### src/rtl/serial_subtractor_if.sv
// Operand/result bundle between a sequencing controller and serial_subtractor.
// Carries ovf only when SERIAL_SUB_OVERFLOW_EN is defined.
interface serial_subtractor_if #(
    parameter int WIDTH = 4
);
    logic             start;
    logic [WIDTH-1:0] a;
    logic [WIDTH-1:0] b;
    logic             busy;
    logic             done;
    logic [WIDTH-1:0] diff;
    logic             borrow;
`ifdef SERIAL_SUB_OVERFLOW_EN
    logic             ovf;

    modport master (output start, a, b, input busy, done, diff, borrow, ovf);
    modport slave  (input start, a, b, output busy, done, diff, borrow, ovf);
`else
    modport master (output start, a, b, input busy, done, diff, borrow);
    modport slave  (input start, a, b, output busy, done, diff, borrow);
`endif
endinterface

### src/rtl/serial_subtractor.sv
// Bit-serial unsigned subtractor: a - b computed LSB first as a + ~b + 1 with one full-adder cell.
// Optional signed-overflow flag enabled by defining SERIAL_SUB_OVERFLOW_EN.
//
// state | meaning
// IDLE  | waiting for start; operands captured on the accepting edge
// SHIFT | one result bit produced per clock, WIDTH clocks total
// DONE  | one-cycle done pulse, diff/borrow freshly updated
module serial_subtractor #(
    parameter int WIDTH = 4
) (
    input  logic               clk,
    input  logic               rst_n,
    serial_subtractor_if.slave bus
);
    localparam int CNT_W = $clog2(WIDTH) + 1;

    typedef enum logic [1:0] {
        IDLE  = 2'd0,
        SHIFT = 2'd1,
        DONE  = 2'd2
    } state_t;

    state_t             state_q, state_d;
    logic [WIDTH-1:0]   a_sr_q, a_sr_d;
    logic [WIDTH-1:0]   b_sr_q, b_sr_d;
    logic [WIDTH-1:0]   res_sr_q, res_sr_d;
    logic [CNT_W-1:0]   count_q, count_d;
    logic               carry_q, carry_d;
    logic [WIDTH-1:0]   diff_q, diff_d;
    logic               borrow_q, borrow_d;
`ifdef SERIAL_SUB_OVERFLOW_EN
    logic               a_msb_q, a_msb_d;
    logic               b_msb_q, b_msb_d;
    logic               ovf_q, ovf_d;
`endif

    logic sum_bit;
    logic carry_out;

    always_comb begin
        sum_bit   = a_sr_q[0] ^ b_sr_q[0] ^ carry_q;
        carry_out = (a_sr_q[0] & b_sr_q[0]) | (a_sr_q[0] & carry_q) | (b_sr_q[0] & carry_q);
    end

    always_comb begin
        state_d  = state_q;
        a_sr_d   = a_sr_q;
        b_sr_d   = b_sr_q;
        res_sr_d = res_sr_q;
        count_d  = count_q;
        carry_d  = carry_q;
        diff_d   = diff_q;
        borrow_d = borrow_q;
`ifdef SERIAL_SUB_OVERFLOW_EN
        a_msb_d  = a_msb_q;
        b_msb_d  = b_msb_q;
        ovf_d    = ovf_q;
`endif
        case (state_q)
            IDLE: begin
                if (bus.start) begin
                    a_sr_d   = bus.a;
                    b_sr_d   = ~bus.b;
                    res_sr_d = '0;
                    count_d  = '0;
                    carry_d  = 1'b1;
`ifdef SERIAL_SUB_OVERFLOW_EN
                    a_msb_d  = bus.a[WIDTH-1];
                    b_msb_d  = bus.b[WIDTH-1];
`endif
                    state_d  = SHIFT;
                end
            end
            SHIFT: begin
                a_sr_d   = {1'b0, a_sr_q[WIDTH-1:1]};
                b_sr_d   = {1'b0, b_sr_q[WIDTH-1:1]};
                res_sr_d = {sum_bit, res_sr_q[WIDTH-1:1]};
                carry_d  = carry_out;
                count_d  = count_q + CNT_W'(1);
                if (count_q == CNT_W'(WIDTH - 1)) begin
                    // the last sum bit lands in the result MSB on this same edge
                    diff_d   = {sum_bit, res_sr_q[WIDTH-1:1]};
                    borrow_d = ~carry_out;
`ifdef SERIAL_SUB_OVERFLOW_EN
                    ovf_d    = (a_msb_q != b_msb_q) && (sum_bit != a_msb_q);
`endif
                    state_d  = DONE;
                end
            end
            DONE: begin
                state_d = IDLE;
            end
            default: begin
                state_d = IDLE;
            end
        endcase
    end

    always_ff @(posedge clk or negedge rst_n) begin
        if (!rst_n) begin
            state_q  <= IDLE;
            a_sr_q   <= '0;
            b_sr_q   <= '0;
            res_sr_q <= '0;
            count_q  <= '0;
            carry_q  <= 1'b1;
            diff_q   <= '0;
            borrow_q <= 1'b0;
`ifdef SERIAL_SUB_OVERFLOW_EN
            a_msb_q  <= 1'b0;
            b_msb_q  <= 1'b0;
            ovf_q    <= 1'b0;
`endif
        end else begin
            state_q  <= state_d;
            a_sr_q   <= a_sr_d;
            b_sr_q   <= b_sr_d;
            res_sr_q <= res_sr_d;
            count_q  <= count_d;
            carry_q  <= carry_d;
            diff_q   <= diff_d;
            borrow_q <= borrow_d;
`ifdef SERIAL_SUB_OVERFLOW_EN
            a_msb_q  <= a_msb_d;
            b_msb_q  <= b_msb_d;
            ovf_q    <= ovf_d;
`endif
        end
    end

    assign bus.busy   = (state_q == SHIFT);
    assign bus.done   = (state_q == DONE);
    assign bus.diff   = diff_q;
    assign bus.borrow = borrow_q;
`ifdef SERIAL_SUB_OVERFLOW_EN
    assign bus.ovf    = ovf_q;
`endif

endmodule

### src/flat_wrapper.sv
// flat-port wrapper written by rule: the top's interface ports become plain ports
module serial_subtractor_flat 
#(
    parameter int WIDTH = 4
)
  (clk, rst_n, bus_start, bus_a, bus_b, bus_busy, bus_done, bus_diff, bus_borrow);
  serial_subtractor_if #(.WIDTH(WIDTH)) bus_i ();
  input  logic clk;
  input  logic rst_n;
  input wire logic [$bits(bus_i.start)-1:0] bus_start;
  input wire logic [$bits(bus_i.a)-1:0] bus_a;
  input wire logic [$bits(bus_i.b)-1:0] bus_b;
  output wire logic [$bits(bus_i.busy)-1:0] bus_busy;
  output wire logic [$bits(bus_i.done)-1:0] bus_done;
  output wire logic [$bits(bus_i.diff)-1:0] bus_diff;
  output wire logic [$bits(bus_i.borrow)-1:0] bus_borrow;
  assign bus_i.start = bus_start;
  assign bus_i.a = bus_a;
  assign bus_i.b = bus_b;
  assign bus_busy = bus_i.busy;
  assign bus_done = bus_i.done;
  assign bus_diff = bus_i.diff;
  assign bus_borrow = bus_i.borrow;
  serial_subtractor #(.WIDTH(WIDTH)) u_core (.clk(clk), .rst_n(rst_n), .bus(bus_i));
endmodule
### config.mk
export PLATFORM = sky130hd
export DESIGN_NAME = serial_subtractor_flat
export DESIGN_NICKNAME = d
export VERILOG_FILES = /design/src/rtl/serial_subtractor_if.sv /design/src/rtl/serial_subtractor.sv /design/src/flat_wrapper.sv
export SDC_FILE = /design/constraint.sdc
export NUM_CORES = 1
export LEC_CHECK = 0
export ABC_AREA = 1
export CORE_MARGIN = 1.5
export CORE_UTILIZATION = 42
export CTS_CLUSTER_DIAMETER = 30
export DETAILED_ROUTE_END_ITERATION = 10
export GPL_ROUTABILITY_DRIVEN = 0
export PLACE_DENSITY = 0.66
export SYNTH_ARGS = -nofsm -noshare
export SYNTH_HDL_FRONTEND = slang
export SYNTH_SLANG_ARGS = --single-unit
export TNS_END_PERCENT = 100
### constraint.sdc
create_clock -name clk -period 2 [get_ports clk]
set_input_delay 0.4 -clock clk [delete_from_list [all_inputs] [get_ports clk]]
set_output_delay 0.4 -clock clk [all_outputs]
set_load 0.05 [all_outputs]
==> flow_summary.yaml <==
worst_setup_path:
  startpoint_type: "flop"
  crit_end: "bus_diff[3]"
  required_ns: 1.60
  path_buf_inv: 1
  crit_chain: "clkdlybuf4s50_1"
  cp_max_fo: 2
  cp_top_family: "buffers and inverters"
  critPathMaxStageDelay_ns: 0.80
  crit_path_start: "u_core.bus.diff[3]$_DFFE_PN0P_"
  r2r_setup_slack_ns: 0.47
  r2r_end: "u_core.res_sr_q[3]$_DFFE_PN0P_"
  reg2reg_from: "u_core.carry_q$_DFFE_PN1P_"
  end_kind: "output pin"
  crit_arrival_ns: 1.47
  reg2reg_depth: 4
  criticalPathCategory: "reg -> out"
  crit_cells: 1
  cp_slowest_cell: "clkdlybuf4s50_1"
yosys:
  synthCells: 115
  synth-async-reset-ratio_pct: 100
  yosysMostFrequentCell: "nand2_1"
  synthTopCellsByCount: "nand2_1, dfrtp_1, inv_1"
  syn-cell-area_um2: 1060
  synth_ff_type: "dfrtp_1"
  synth_largest_area_cell: "dfrtp_1"
  synthTopCellsByArea: "dfrtp_1, nand2_1, o21ai_2"
  synth_edf_count: 0
  syn_avg_cell_area_um2: 9.22
  yosys_register_bits: 22
  synth_cell_types: 20
  yosys_warnings: 0
  synth.yosys.seq_area_share_pct: 52.1
  synth.top_cell.area_share_pct: 49.6
  mappedNetlistNets: 129
die:
  rows: 18
  die_area_um2: 2830
  die_h_um: 53.2
  ios: 18
  initial_core_util_pct: 43.6
  die_w_um: 53.2
  core_area_um2: 2430
place:
  dp_cells: 161
  dpl.hpwl_um: 1380
  port_buffers: 17
clocking:
  clkLatencyLatePin_ns: 0.30
  cts_tree: "done"
  cts_resized: 0
  clock_sinks: 22
  ctsLongestPathBuffers: 2
  cts-root-buf: "clkbuf_4"
  htreeDepth: 1
  cts_buffers: 3
  post_cts_buffers: 0
  path_clk_slew_ns: 0.13
  cts_hold_buf: 0
detailed_routing:
  viasPerCell: 4.76
  wl_per_cell_um: 11.3
  num_vias: 785
  drcViolationCount: 0
  routed_wl_um: 1870
  initialDrtViolationCount: 16
  firstDrtPassIters: 3
  drt.antenna.violating_nets: 0
sta:
  finClkSkew_ns: 0.00330
  worst_slew_pin_slew_ns: 0.489
  finalCriticalPeriod_ns: 1.87
  max_clock_freq_mhz: 534
  setup_tns_ns: 0
  finalHoldViolCount: 0
  rsz0062_at_grt: "false"
  max_slew_margin_pct: 67.3
  drv_slew: 0
  fin_crit_sh_pct: 93.7
  setup_violations: 0
power_and_ir_drop:
  ir_drop_v: 0.000926
  p_clk_share_pct: 11.1
  switchingPower_w: 0.00101
  p_sw_share_pct: 45.1
  p_comb_share_pct: 54.5
  seqPwrFrac_pct: 34.5
  total_leakage_power_nw: 0.656
  internal_power_w: 0.00122
  p_total_w: 0.00223
  cellPowerDensity_nw_per_um2: 1730
global_route:
  antenna_found_initial: 0
  grt_use_met2_pct: 26.5
  overflow: 0
  grt_max_degree: 23
  grt_pass1_wl_um: 3190
  top_usage_layer: "met2"
  grt_use_total_pct: 15.7
  grt_pass1_vias: 754
  grtUsageMet1_pct: 20.1
  grt.met3_usage_pct: 2.54
finish:
  final_nets: 150
  area_growth_pct: 22.0
  finalNonFillerCells: 165
  final_util_pct: 53.1
  drive_gt1_share_pct: 20.7
  antennaDiodeCount: 0
flow_run:
  maxCapViolations: 0
outcome:
  outcome: "complete, no violations"
min_path:
  hp-class: "in -> async"
## flip-flops by register name (all words and copies together), names as in the netlist
name	flops
u_core.res_sr_q	3
u_core.a_sr_q	4
u_core.state_q	2
u_core.carry_q	1
u_core.b_sr_q	4
u_core.bus.borrow	1
u_core.count_q	3
u_core.bus.diff	4
## power by group through the flow
stage	logic, W	registers, W	clock network (W)
floorplan	0.000784	0.000915	0
global placement	0.00120	0.000777	0
detailed placement	0.00123	0.000780	0
CTS	0.00123	0.000770	0.000256
global route	0.00137	0.000790	0.000272
finish	0.00121	0.000769	0.000247
## layout make-up
type                            instances  area, um^2
Fill cell                             245        1140
Sequential cell                        22         552
Multi-Input combinational cell         70         397
Timing Repair Buffer                   19         193
Inverter                               20        77.6
Tap cell                               30        37.5
Clock buffer                            4        36.3
## per-layer routing
layer / up-vias / routed length [um]
li1: 396 / -
met1: 372 / 892
met2: 17 / 900
met3: 0 / 79
met4: 0 / 0
met5: - / 0
## cells in the final DEF, fill, tap and decap left out, drive strengths merged, types with 2 or more instances in the layout
master,instances
a21oi,2
buf,4
clkbuf,4
clkdlybuf4s50,15
dfrtp,21
ha,2
inv,20
nand2,32
nand3,12
nor2,7
o21ai,11
or2,2
## cells by family (layout without fill, tap and decap cells)
group           after synthesis  count (layout)  synth area share [%]
compound gates               13              13                  9.33
simple gates                 54              54                  23.8
flops                        22              22                  52.1
fa+ha+maj                     3               3                  4.25
buf+inv                      23              43                  10.5
## stage by stage
step / hold slack [ns] / cell area (um^2) / worst slack [ns]
2_1_floorplan: 0.104 / 1060 / 0.443
3_3_place_gp: 0.464 / 1260 / 0.480
3_5_place_dp: 0.467 / 1260 / 0.466
4_1_cts: 0.427 / 1290 / 0.109
5_1_grt: 0.437 / 1290 / 0.0610
6_report: 0.422 / 1290 / 0.127
## how the worst min path moves through the flow
stage / endpoint / slack (ns) / depth (start not counted)
after floorplan: u_core.a_sr_q[0]$_DFFE_PN0P_ / 0.10 / 0
after global placement: u_core.bus.diff[3]$_DFFE_PN0P_ / 0.46 / 2
after detailed placement: u_core.b_sr_q[1]$_DFFE_PN0P_ / 0.47 / 2
after CTS: u_core.bus.diff[0]$_DFFE_PN0P_ / 0.43 / 2
after global routing: u_core.bus.diff[0]$_DFFE_PN0P_ / 0.44 / 2
final: u_core.bus.diff[2]$_DFFE_PN0P_ / 0.42 / 2
(Power assumes the default switching activity.)
